`src/rtl/la_capture_fsm.sv`:
```
// Capture controller for the logic analyzer: sequences pre/post-trigger capture into a
// circular sample memory and exposes its control/status registers on the daisy-chained bus.
module la_capture_fsm #(
  parameter int unsigned BASE_ADDR    = 0,
  parameter int unsigned SAMPLE_WIDTH = 8,
  parameter int unsigned SAMPLE_DEPTH = 1024
) (
  input  logic                            clk,
  input  logic                            rst,
  input  logic [SAMPLE_WIDTH-1:0]         probe_i,
  input  logic                            trig_i,
  input  logic [15:0]                     addr_i,
  input  logic [15:0]                     wdata_i,
  input  logic [15:0]                     rdata_i,
  input  logic                            rw_i,
  input  logic                            valid_i,
  output logic [15:0]                     addr_o,
  output logic [15:0]                     wdata_o,
  output logic [15:0]                     rdata_o,
  output logic                            rw_o,
  output logic                            valid_o,
  output logic [$clog2(SAMPLE_DEPTH)-1:0] wr_addr_o,
  output logic [SAMPLE_WIDTH-1:0]         wr_data_o,
  output logic                            wr_en_o
);

  localparam int unsigned AW = $clog2(SAMPLE_DEPTH);
  localparam int unsigned CW = $clog2(SAMPLE_DEPTH + 1);
  localparam logic [AW-1:0] LAST_ADDR = AW'(SAMPLE_DEPTH - 1);
  localparam logic [CW-1:0] DEPTH_C   = CW'(SAMPLE_DEPTH);

  typedef enum logic [2:0] {
    IDLE             = 3'd0,
    MOVE_TO_POSITION = 3'd1,
    IN_POSITION      = 3'd2,
    CAPTURING        = 3'd3,
    CAPTURED         = 3'd4
  } state_t;

  typedef enum logic [1:0] {
    MODE_SINGLE_SHOT = 2'd0,
    MODE_INCREMENTAL = 2'd1,
    MODE_IMMEDIATE   = 2'd2
  } mode_t;

  state_t            state_q, state_d;
  mode_t             mode_q, mode_d;
  logic [AW-1:0]     loc_q, loc_d;
  logic              start_q, start_d, start_prev_q;
  logic              stop_q, stop_d, stop_prev_q;
  logic [AW-1:0]     rp_q, rp_d;
  logic [AW-1:0]     wp_q, wp_d;
  logic [CW-1:0]     cnt_q, cnt_d;

  logic              wr_en_q, wr_en_d;
  logic [AW-1:0]     wr_addr_q, wr_addr_d;
  logic [SAMPLE_WIDTH-1:0] wr_data_q, wr_data_d;

  logic [15:0]       addr_q, wdata_q, rdata_q, rdata_d;
  logic              rw_q, valid_q;

  logic [15:0]       bus_off;
  logic              bus_hit;
  logic              cfg_ok;
  logic [15:0]       reg_rd;
  logic              start_edge, stop_edge;
  logic [AW-1:0]     wp_next;
  logic [CW-1:0]     cnt_inc;
  logic [CW-1:0]     post_target;

  // ---------------------------------------------------------------------------
  // Register bus decode and register file
  // ---------------------------------------------------------------------------
  assign bus_off = addr_i - 16'(BASE_ADDR);
  assign bus_hit = valid_i && (bus_off < 16'd7);
  assign cfg_ok  = (state_q == IDLE) || (state_q == CAPTURED);

  always_comb begin
    reg_rd = '0;
    case (bus_off[2:0])
      3'd0:    reg_rd = 16'(state_q);
      3'd1:    reg_rd = 16'(mode_q);
      3'd2:    reg_rd = 16'(loc_q);
      3'd3:    reg_rd = 16'(start_q);
      3'd4:    reg_rd = 16'(stop_q);
      3'd5:    reg_rd = 16'(rp_q);
      3'd6:    reg_rd = 16'(wp_q);
      default: reg_rd = '0;
    endcase
  end

  always_comb begin
    mode_d  = mode_q;
    loc_d   = loc_q;
    start_d = start_q;
    stop_d  = stop_q;
    rdata_d = rdata_i;
    if (bus_hit) begin
      if (rw_i) begin
        case (bus_off[2:0])
          3'd1: if (cfg_ok) begin
            case (wdata_i[1:0])
              2'd1:    mode_d = MODE_INCREMENTAL;
              2'd2:    mode_d = MODE_IMMEDIATE;
              default: mode_d = MODE_SINGLE_SHOT;
            endcase
          end
          3'd2: if (cfg_ok) begin
            loc_d = ({16'd0, wdata_i} >= 32'(SAMPLE_DEPTH)) ? LAST_ADDR : wdata_i[AW-1:0];
          end
          3'd3:    start_d = wdata_i[0];
          3'd4:    stop_d  = wdata_i[0];
          default: ;
        endcase
      end else begin
        rdata_d = reg_rd;
      end
    end
  end

  // ---------------------------------------------------------------------------
  // Capture sequencer
  // ---------------------------------------------------------------------------
  assign start_edge  = start_q & ~start_prev_q;
  assign stop_edge   = stop_q & ~stop_prev_q;
  assign wp_next     = (wp_q == LAST_ADDR) ? '0 : wp_q + 1'b1;
  assign cnt_inc     = cnt_q + 1'b1;
  assign post_target = (mode_q == MODE_SINGLE_SHOT) ? (DEPTH_C - CW'(loc_q)) : DEPTH_C;

  always_comb begin
    state_d = state_q;
    cnt_d   = cnt_q;
    rp_d    = rp_q;
    wp_d    = wp_q;
    wr_en_d = 1'b0;
    if (stop_edge) begin
      state_d = IDLE;
    end else begin
      case (state_q)
        IDLE, CAPTURED: begin
          if (start_edge) begin
            wp_d  = '0;
            cnt_d = '0;
            rp_d  = '0;
            if (mode_q == MODE_SINGLE_SHOT) begin
              state_d = (loc_q == '0) ? IN_POSITION : MOVE_TO_POSITION;
            end else begin
              state_d = CAPTURING;
            end
          end
        end
        MOVE_TO_POSITION: begin
          wr_en_d = 1'b1;
          cnt_d   = cnt_inc;
          if (cnt_inc == CW'(loc_q)) state_d = IN_POSITION;
        end
        IN_POSITION: begin
          wr_en_d = 1'b1;
          // The trigger sample is itself the first post-trigger sample.
          if (trig_i) begin
            cnt_d = CW'(1);
            if (post_target == CW'(1)) begin
              state_d = CAPTURED;
              rp_d    = wp_next;
            end else begin
              state_d = CAPTURING;
            end
          end
        end
        CAPTURING: begin
          wr_en_d = (mode_q == MODE_INCREMENTAL) ? trig_i : 1'b1;
          if (wr_en_d) begin
            cnt_d = cnt_inc;
            if (cnt_inc == post_target) begin
              state_d = CAPTURED;
              rp_d    = wp_next;
            end
          end
        end
        default: state_d = IDLE;
      endcase
    end
    if (wr_en_d) wp_d = wp_next;
  end

  assign wr_addr_d = wr_en_d ? wp_q : wr_addr_q;
  assign wr_data_d = wr_en_d ? probe_i : wr_data_q;

  always_ff @(posedge clk or posedge rst) begin
    if (rst) begin
      state_q      <= IDLE;
      mode_q       <= MODE_SINGLE_SHOT;
      loc_q        <= '0;
      start_q      <= 1'b0;
      start_prev_q <= 1'b0;
      stop_q       <= 1'b0;
      stop_prev_q  <= 1'b0;
      rp_q         <= '0;
      wp_q         <= '0;
      cnt_q        <= '0;
      wr_en_q      <= 1'b0;
      wr_addr_q    <= '0;
      wr_data_q    <= '0;
      addr_q       <= '0;
      wdata_q      <= '0;
      rdata_q      <= '0;
      rw_q         <= 1'b0;
      valid_q      <= 1'b0;
    end else begin
      state_q      <= state_d;
      mode_q       <= mode_d;
      loc_q        <= loc_d;
      start_q      <= start_d;
      start_prev_q <= start_q;
      stop_q       <= stop_d;
      stop_prev_q  <= stop_q;
      rp_q         <= rp_d;
      wp_q         <= wp_d;
      cnt_q        <= cnt_d;
      wr_en_q      <= wr_en_d;
      wr_addr_q    <= wr_addr_d;
      wr_data_q    <= wr_data_d;
      addr_q       <= addr_i;
      wdata_q      <= wdata_i;
      rdata_q      <= rdata_d;
      rw_q         <= rw_i;
      valid_q      <= valid_i;
    end
  end

  assign addr_o    = addr_q;
  assign wdata_o   = wdata_q;
  assign rdata_o   = rdata_q;
  assign rw_o      = rw_q;
  assign valid_o   = valid_q;
  assign wr_en_o   = wr_en_q;
  assign wr_addr_o = wr_addr_q;
  assign wr_data_o = wr_data_q;

endmodule

```
`config.mk`:
```
export PLATFORM = sky130hd
export DESIGN_NAME = la_capture_fsm
export DESIGN_NICKNAME = d
export VERILOG_FILES = /design/src/rtl/la_capture_fsm.sv
export SDC_FILE = /design/constraint.sdc
export NUM_CORES = 1
export LEC_CHECK = 0
export BUFFER_PORTS_ARGS = -buffer_cell sky130_fd_sc_hd__buf_4
export CORE_ASPECT_RATIO = 0.75
export CORE_MARGIN = 1.5
export CORE_UTILIZATION = 55
export DETAILED_ROUTE_END_ITERATION = 8
export PLACE_DENSITY = 0.81
export RECOVER_POWER = 100
export SYNTH_ARGS = -nofsm -noshare
export SYNTH_HDL_FRONTEND = slang
export SYNTH_SLANG_ARGS = --single-unit
```
`constraint.sdc`:
```
create_clock -name clk -period 6.11 [get_ports clk]
set_input_delay 0.3055 -clock clk [delete_from_list [all_inputs] [get_ports clk]]
set_output_delay 0.3055 -clock clk [all_outputs]
set_load 0.1 [all_outputs]
```
* Yosys cells after proc, flatten, opt, wreduce, memory -nomap -nowiden
Index checks and enable logic that the tools add are counted.
** Storage, ports and cells
- Bits in registers :: 119
- Bits of input ports :: 61
- Output and inout bits :: 69
- Logic and storage cells :: 109
** Operators by class
- $add $sub $neg :: 3
- $lt $le $gt $ge :: 2
- Equal/unequal tests :: 28
- Muxes and demuxes :: 33
- Bitwise logic cells :: 5
- Reductions and logical operators :: 20
** Operators with widths (count)
- 10-bit two-way mux :: 10
- 10-bit one-hot mux with 7 select lines :: 1
- 11-bit two-way mux :: 4
- 11-bit one-hot mux with 4 select lines :: 1
- 16-bit two-way mux :: 2
- 10-bit one-hot mux with 3 select lines :: 1
- 3-bit two-way mux :: 7
- 16-bit by 11-bit >= comparator with 1-bit output (second input constant) :: 1
- 16-bit by 3-bit < comparator with 1-bit output (second input constant) :: 1
- 3-bit inequality test (second input constant) :: 5
- 3-bit by 2-bit equality test with 1-bit output (second input constant) :: 4
- 3-bit equality test (second input constant) :: 4
- 2-bit inequality test (second input constant) :: 6
- 3-bit one-hot mux with 4 select lines :: 1
- 11-bit by 1-bit adder with 11-bit output (second input constant) :: 1
- 11-bit by 1-bit equality test with 1-bit output (second input constant) :: 1
- 11-bit by 10-bit equality test with 1-bit output :: 1
- 11-bit equality test :: 1
- 11-bit by 10-bit subtractor with 11-bit output (first input constant) :: 1
- 10-bit by 1-bit adder with 10-bit output (second input constant) :: 1
- 10-bit equality test (second input constant) :: 1
- 10-bit logical NOT :: 1
- 5-bit AND reduction :: 2
- 3-bit AND reduction :: 3
- 19 further kinds :: 30

* Longest topological paths before layout
Gate-level depths: netlist of the first run.
- Depth after elaboration :: 7
- Depth in mapped cells :: 12
- Mapped depth without buffers :: 10

* Least setup slack after synthesis of the first run
Ideal clock, no wire load.
- Path kind :: register to register
- From :: reg loc_q[0]
- To :: reg rp_q[0]
- Setup time :: 0.121 ns
- Arrival time :: 3.072 ns
- Data required time :: 5.989 ns
- Slack :: 2.917 ns
- Stages on the path, launching flop included :: 13
- Buffers on the path :: 2
- Clock period less this slack :: 3.193 ns
- Path through :: dfrtp_1 > clkbuf_1 > inv_1 > ha_1 > nor3b_1 > mux2_2 > xnor2_1 > or3b_2 > a211oi_1 > nand4_1 > a311o_1 > buf_6 > o2bb2ai_1
** Between the ends
- Cells in the longest elaborated chain, start to end :: 5
- Elaborated cells on any way between the ends :: 7
- Those cells by class :: 1 x add/sub; 4 x eq/ne; 1 x mux; 1 x reduce/logical
** RTL lines
- start: declaration :: RTL line 48 : logic [AW-1:0] loc_q, loc_d;
- start signal: assignment :: RTL line 212 : loc_q <= loc_d;
- 11-bit by 10-bit subtractor with 11-bit output * :: RTL line 128 : assign post_target = (mode_q == MODE_SINGLE_SHOT) ? (DEPTH_C - CW'(loc_q)) : DEPTH_C;
- 11-bit two-way mux * :: RTL line 128
- 11-bit equality test / 11-bit by 1-bit equality test with 1-bit output (equally long branches) :: RTL line 174, 162
- 2-bit inequality test (no source line)
- 7-bit AND reduction (no source line) *
- end signal: assignment :: RTL line 217 : rp_q <= rp_d;
- end: declaration :: RTL line 51 : logic [AW-1:0] rp_q, rp_d;
Every way passes the cells marked *; elsewhere a longest branch is shown, timed or not.
A chain may end at the register's enable or synchronous reset.

* Worst setup path after layout of the first run
Ends and elaborated chain as after synthesis.

==> results.py, run 1 <==
metrics = {
    "run_status": {
        "status": "finished with violations",
        "violations": "max-capacitance violations, max-slew violations",
    },
    "finish": {
        "fin_util_pct": 73.0,
        "syn2layout_area_growth_pct": 26.5,
        "nNetsFinal": 786,
        "drive_gt1_share_pct": 12.5,
        "antennaDiodeCount": 0,
    },
    "yosys": {
        "synth_xor_xnor_area_share_pct": 5.28,
        "synth_nets": 652,
        "synth-edff-count": 0,
        "postSynthAreaPerCell_um2": 9.67,
        "synth_simple_gate_area_share_pct": 21.5,
        "synthAdderAreaFrac_pct": 0.660,
        "synth_cell_types": 62,
        "synthArstFlopShare_pct": 100,
        "netlist_top_cells_area": "dfrtp_1 52%, nand2_1 6.6%, o21ai_0 3.7%",
        "netlist_area_mm2": 0.00569,
        "muxShareOfSynthArea_pct": 1.74,
        "synth_top_family_by_area": "simple AND/OR/NAND/NOR gates",
        "yosysWarningCount": 0,
        "synth-compound-area-share_pct": 14.5,
        "synth_top_area_cell": "dfrtp_1",
        "ys.flop_type": "dfrtp_1",
        "syn_inst": 588,
        "synth_seq_cells": 119,
        "yosysSeqAreaShare_pct": 52.4,
        "synth_top_area_share_pct": 52.4,
    },
    "clock_network": {
        "cts_root_buf": "clkbuf_16",
        "cts_tree": "yes",
        "clk_path_buf_depth": 2,
        "cts_setup_buffers": 0,
        "path_clk_slew_ps": 60,
        "cts_buffers": 17,
        "cts_max_level": 4,
        "clock_latency_ps": 420,
        "cts_sinks": 119,
        "cts_resized": 0,
    },
    "timing": {
        "min_period_over_period_pct": 59.7,
        "fin_crit_ps": 3650,
        "fin_skew_ps": 12.3,
        "drv_slew": 77,
        "setup_violations": 0,
        "final_hold_viol_count": 0,
        "rsz0062_at_grt": "no",
        "worst_hold_slack_ps": 40.4,
        "maxSlewHeadroom_pct": -59.3,
        "fmax_mhz": 274,
        "worst_pin_slew_ps": 2380,
        "finalSetupTns_ps": 0,
    },
    "power": {
        "worst_ir_drop_vdd_mv": 0.277,
        "leakagePower_nw": 3.16,
        "finalPower_mw": 2.15,
        "powerDensity_mw_per_mm2": 298,
    },
    "floorplan": {
        "die-area_mm2": 0.0110,
        "initial_core_util_pct": 57.7,
        "fp.dieW_um": 120,
        "rows": 31,
        "pin_count": 130,
        "coreArea_mm2": 0.00985,
        "chipHeight_um": 91.1,
    },
    "critical_path": {
        "crit_required_ps": 6390,
        "rr_endpoint": "rp_q[0]",
        "r2r_start": "loc_q[0]",
        "crit_type": "reg2reg",
        "end_kind": "flop",
        "critPathArrivalTime_ps": 3930,
        "r2r_setup_slack_ps": 2460,
        "critPathLaunchType": "flop",
        "r2r_cells": 10,
        "worstPathMaxFanout": 10,
    },
    "grt": {
        "grt_pass1_wl_um": 25800,
        "grt_busiest_layer": "met2",
        "met3_usage_pct": 9.92,
        "antenna_found_initial": 0,
        "grt_pass1_vias": 5005,
        "gr-usage-all-layers_pct": 30.6,
        "grt.overflow.total": 0,
        "use_met1_pct": 43.8,
        "grt_max_degree": 64,
        "gr-usage-met2_pct": 45.3,
    },
    "placed_design": {
        "gp_congestion": 0.920,
        "dp_hpwl_um": 10800,
        "port_buffers": 129,
    },
    "run": {
        "cap_violations": 2,
    },
    "worst_hold_path": {
        "hold_class": "in2reg",
        "hold_path_depth": 1,
        "hp-start": "addr_i[6]",
        "min_to": "addr_o[6]",
    },
    "detailed_routing": {
        "drt_wl_total_um": 15900,
        "drc": 0,
        "dr.pass1.iters": 5,
        "vias": 5093,
        "routedWlPerCell_um": 18.3,
        "drtAntennaViolNets": 0,
        "vias_per_cell": 5.87,
        "drt_iter0_markers": 555,
    },
}
## synthesized netlist by cell type (all sizes together), types with 10 or more instances
| master | number |
|---|---|
| o2bb2ai | 11 |
| xnor2 | 19 |
| nand2 | 100 |
| nand2b | 11 |
| a21oi | 25 |
| inv | 10 |
| nor2 | 43 |
| xor2 | 10 |
| o31ai | 11 |
| or3 | 11 |
| nand3 | 19 |
| o21ai | 43 |
| buf | 10 |
| dfrtp | 119 |
| clkbuf | 31 |
## cell type report
| class | count | area [µm²] |
|---|---|---|
| clock buffer | 20 | 457 |
| clock inverter | 12 | 168 |
| fill | 761 | 2660 |
| inverter | 10 | 38.8 |
| multi-input combinational | 418 | 2480 |
| sequential | 119 | 2980 |
| tap | 132 | 165 |
| timing repair buffer | 156 | 907 |
## sequential cells by signal (all words and copies together), names as in the netlist, 2 cells and up
| name | count |
|---|---|
| rdata_o | 16 |
| state_q | 3 |
| wp_q | 10 |
| wr_addr_o | 10 |
| addr_o | 16 |
| wdata_o | 16 |
| rp_q | 10 |
| loc_q | 10 |
| cnt_q | 11 |
| wr_data_o | 8 |
| mode_q | 2 |
## how the worst max path moves through the flow
stage | end | slack [ps] | start | depth (start not counted)
global placement | rp_q[5] | 2660 | loc_q[0] | 10
finish | rp_q[0] | 2460 | loc_q[0] | 10
floorplan | addr_o[0] | 2650 | rst | 1
detailed placement | rp_q[0] | 2530 | loc_q[0] | 10
global route | rp_q[9] | 2280 | loc_q[0] | 10
CTS | rp_q[0] | 2500 | loc_q[0] | 10
## layer usage
| metal | share of wire [%] | wire, µm |
|---|---|---|
| met5 | 0 | 0 |
| met1 | 44 | 7040 |
| met3 | 9.9 | 1580 |
| met4 | 0.80 | 127 |
| met2 | 45 | 7150 |
## what timing repair did
| action | 4_1_cts | 5_1_grt |
|---|---|---|
| endpoints found under the setup margin | 0 | 0 |
| endpoints found under the hold margin | 24 | 1 |
| hold buffers | 24 | 1 |
## worst max-delay path: stages, from the launching register on
cell and delay, ps:
dfrtp_1 490, inv_1 120, ha_1 250, nor3b_1 320, mux2_1 410, xnor2_1 130, or3b_2 450, a211oi_1 370
nand4_1 240, a311o_1 540, o2bb2ai_1 200
## kinds of logic (layout without fill, tap and decap cells)
family,Yosys count,in the layout
AO/OA/AOI/OAI,127,127
XOR/XNOR,31,31
adder cells (fa/ha/maj),3,3
buffers and inverters,51,198
flip-flops,119,119
multiplexers,8,8
AND/OR/NAND/NOR,249,249
## report_power, final
part	switching (mW)	total, mW	internal, mW	leakage (nW)
combinational	0.218	0.272	0.0544	1.41
sequential	0.0121	0.826	0.814	1.46
clock	0.380	1.05	0.670	0.295
total	0.610	2.15	1.54	3.16
## through the flow
stage | instance area (µm²) | setup WS (ps) | instances
final | 7200 | 2460 | 867
after global routing | 7200 | 2280 | 867
after CTS | 7510 | 2500 | 866
after detailed placement | 6650 | 2530 | 810
after global placement | 6650 | 2660 | 810
after floorplan | 5690 | 2650 | 588
## cell usage in the layout (no fill, tap or decap), drive strengths merged, types with 12 or more instances in the layout
cell         instances
o21ai               43
nand3               19
inv                 12
dfrtp              119
a21oi               25
dlygate4sd3         25
nand2              100
buf                 26
xnor2               19
nor2                43
clkbuf             125
No activity file was read; power rests on OpenSTA's default activity.
==> run 2, diff against run 1 <==
--- a/config.mk
+++ b/config.mk
@@ -8,9 +8,9 @@
 export BUFFER_PORTS_ARGS = -buffer_cell sky130_fd_sc_hd__buf_4
 export CORE_ASPECT_RATIO = 0.75
 export CORE_MARGIN = 1.5
-export CORE_UTILIZATION = 55
+export CORE_UTILIZATION = 49
 export DETAILED_ROUTE_END_ITERATION = 8
-export PLACE_DENSITY = 0.81
+export PLACE_DENSITY = 0.76
 export RECOVER_POWER = 100
 export SYNTH_ARGS = -nofsm -noshare
 export SYNTH_HDL_FRONTEND = slang
==> constraint.sdc (replaced) <==
create_clock -name clk -period 3.35 [get_ports clk]
set_input_delay 0.1675 -clock clk [delete_from_list [all_inputs] [get_ports clk]]
set_output_delay 0.1675 -clock clk [all_outputs]
set_load 0.1 [all_outputs]
==> results.py, run 2 (synthesized netlist as in run 1, its figures left out) <==
metrics = {
    "clock_network": {
        "cts_root_buf": "clkbuf_16",
        "path_clk_slew_ps": 60,
        "cts_sinks": 119,
        "clk_path_buf_depth": 2,
        "clock_latency_ps": 420,
        "cts_tree": "yes",
        "cts_buffers": 17,
        "cts_max_level": 4,
    },
    "critical_path": {
        "crit_type": "reg2reg",
        "r2r_cells": 8,
        "worstPathMaxFanout": 9,
        "critPathArrivalTime_ps": 3560,
        "crit_required_ps": 3630,
        "critPathLaunchType": "flop",
        "end_kind": "flop",
    },
    "power": {
        "worst_ir_drop_vdd_mv": 0.419,
        "internal-power_mw": 2.78,
        "combPwrFrac_pct": 13.6,
        "powerDensity_mw_per_mm2": 510,
        "leakagePower_nw": 3.35,
        "finalPower_mw": 3.90,
        "power_frac_seq_pct": 38.6,
        "clockPowerShare_pct": 47.8,
        "p_sw_mw": 1.13,
        "switching_share_pct": 28.8,
    },
    "finish": {
        "syn2layout_area_growth_pct": 34.5,
        "ff_latch_area_mm2": 0.00298,
        "drive_gt1_share_pct": 14.4,
        "fillCellCount": 861,
        "final_cell_mix": "118 x dfrtp_1, 100 x nand2_1, 89 x clkbuf_1",
        "multi_input_area_mm2": 0.00252,
        "layout_commonest_cell": "dfrtp_1",
        "fin_util_pct": 68.9,
        "nNetsFinal": 834,
        "antennaDiodeCount": 0,
    },
    "timing": {
        "worst_hold_slack_ps": 9.58,
        "fmax_mhz": 305,
        "maxSlewHeadroom_pct": -22.1,
        "finalSetupTns_ps": 0,
        "fin_crit_ps": 3280,
        "min_period_over_period_pct": 97.9,
        "worst_pin_slew_ps": 1810,
        "drv_slew": 19,
        "fin_skew_ps": 10.7,
        "rsz0062_at_grt": "no",
        "setup_violations": 0,
        "final_hold_viol_count": 0,
    },
    "placed_design": {
        "gp_congestion": 0.920,
        "dp_hpwl_um": 11200,
        "port_buffers": 129,
    },
    "detailed_routing": {
        "dr.pass1.iters": 5,
        "vias": 5330,
        "drc": 0,
        "routedWlPerCell_um": 18.2,
        "drtAntennaViolNets": 0,
        "drt_iter0_markers": 417,
        "vias_per_cell": 5.77,
        "drt_wl_total_um": 16800,
    },
    "grt": {
        "grt_pass1_wl_um": 26700,
        "grt_max_degree": 102,
        "grt.overflow.total": 0,
        "antenna_found_initial": 0,
        "gr-usage-all-layers_pct": 28.6,
        "grt_pass1_vias": 5282,
    },
    "floorplan": {
        "pin_count": 130,
        "coreArea_mm2": 0.0111,
        "fp.dieW_um": 127,
        "die-area_mm2": 0.0123,
        "chipHeight_um": 96.3,
        "rows": 33,
        "initial_core_util_pct": 51.2,
    },
    "worst_hold_path": {
        "hold_path_depth": 3,
        "hold_class": "in2reg",
    },
    "run_status": {
        "violations": "max-capacitance violations, max-slew violations",
        "status": "finished with violations",
    },
    "run": {
        "cap_violations": 1,
    },
}
[run 2: cell count changes in the layout (fill, tap and decap cells not counted), sizes merged]
cell,previous run,this run
dlygate4sd3,25,57
a311o,2,3
clkinv,3,7
clkinvlp,4,5
inv,12,10
buf,26,40
clkbuf,125,123
[run 2: worst paths after layout]
kind	slack (ps)	start	endpoint
worst max-delay path	70	loc_q[3]	rp_q[4]
worst min-delay path	10	rdata_i[7]	rdata_o[7]
worst max register to register	70	loc_q[3]	rp_q[4]
worst min register to register	430	stop_q	stop_prev_q
max in group asynchronous	1050	rst	loc_q[3]
min in group asynchronous	430	rst	addr_o[13]
[run 2: routing by layer]
layer | part of all wire, % | GRT usage [%]
met4 | 2.6 | 11.1
met1 | 42 | 37.3
met2 | 45 | 44.5
met5 | 0 | 0
met3 | 11 | 9.51
[run 2: layout make-up]
cell class / instances / area share (%)
sequential: 119 / 38.9
inverter: 10 / 0.507
tap: 140 / 2.29
timing repair buffer: 203 / 17.4
clock inverter: 15 / 2.34
clock buffer: 17 / 5.56
multi-input combinational: 419 / 33.0
[run 2: timing repair]
action                                 in CTS  in global routing
gates resized for setup                     2                  8
pin swaps                                   0                  3
setup buffers                               0                  0
cloned                                      0                  1
endpoints found under the hold margin      74                  0
setup endpoints to repair                  10                 11
hold buffers                               57                  0
[run 2: worst max-delay path, cell delays in order, from the launching register on]
cell	delay [ps]
dfrtp_2	490
or4_4	480
or4_1	500
and3_1	210
xnor2_1	160
nor4b_2	340
nand4_1	280
a311o_2	540
o2bb2ai_1	150
[run 2: through the flow]
| step | setup WS (ps) | area (µm²) | cells |
|---|---|---|---|
| 6_report | 71.3 | 7650 | 923 |
| 5_1_grt | 10.5 | 7650 | 923 |
| 4_1_cts | 1.59 | 7970 | 922 |
| 3_5_place_dp | -40.7 | 6780 | 833 |
| 3_3_place_gp | 153 | 6780 | 833 |
| 2_1_floorplan | 25.0 | 5690 | 588 |
[run 2: power groups by stage]
stage | combinational [mW] | clock (mW) | sequential [mW]
floorplan | 0.0770 | 0 | 1.81
global placement | 0.514 | 0 | 1.53
detailed placement | 0.521 | 0 | 1.53
CTS | 0.575 | 1.88 | 1.51
global route | 0.555 | 1.94 | 1.51
finish | 0.529 | 1.87 | 1.51
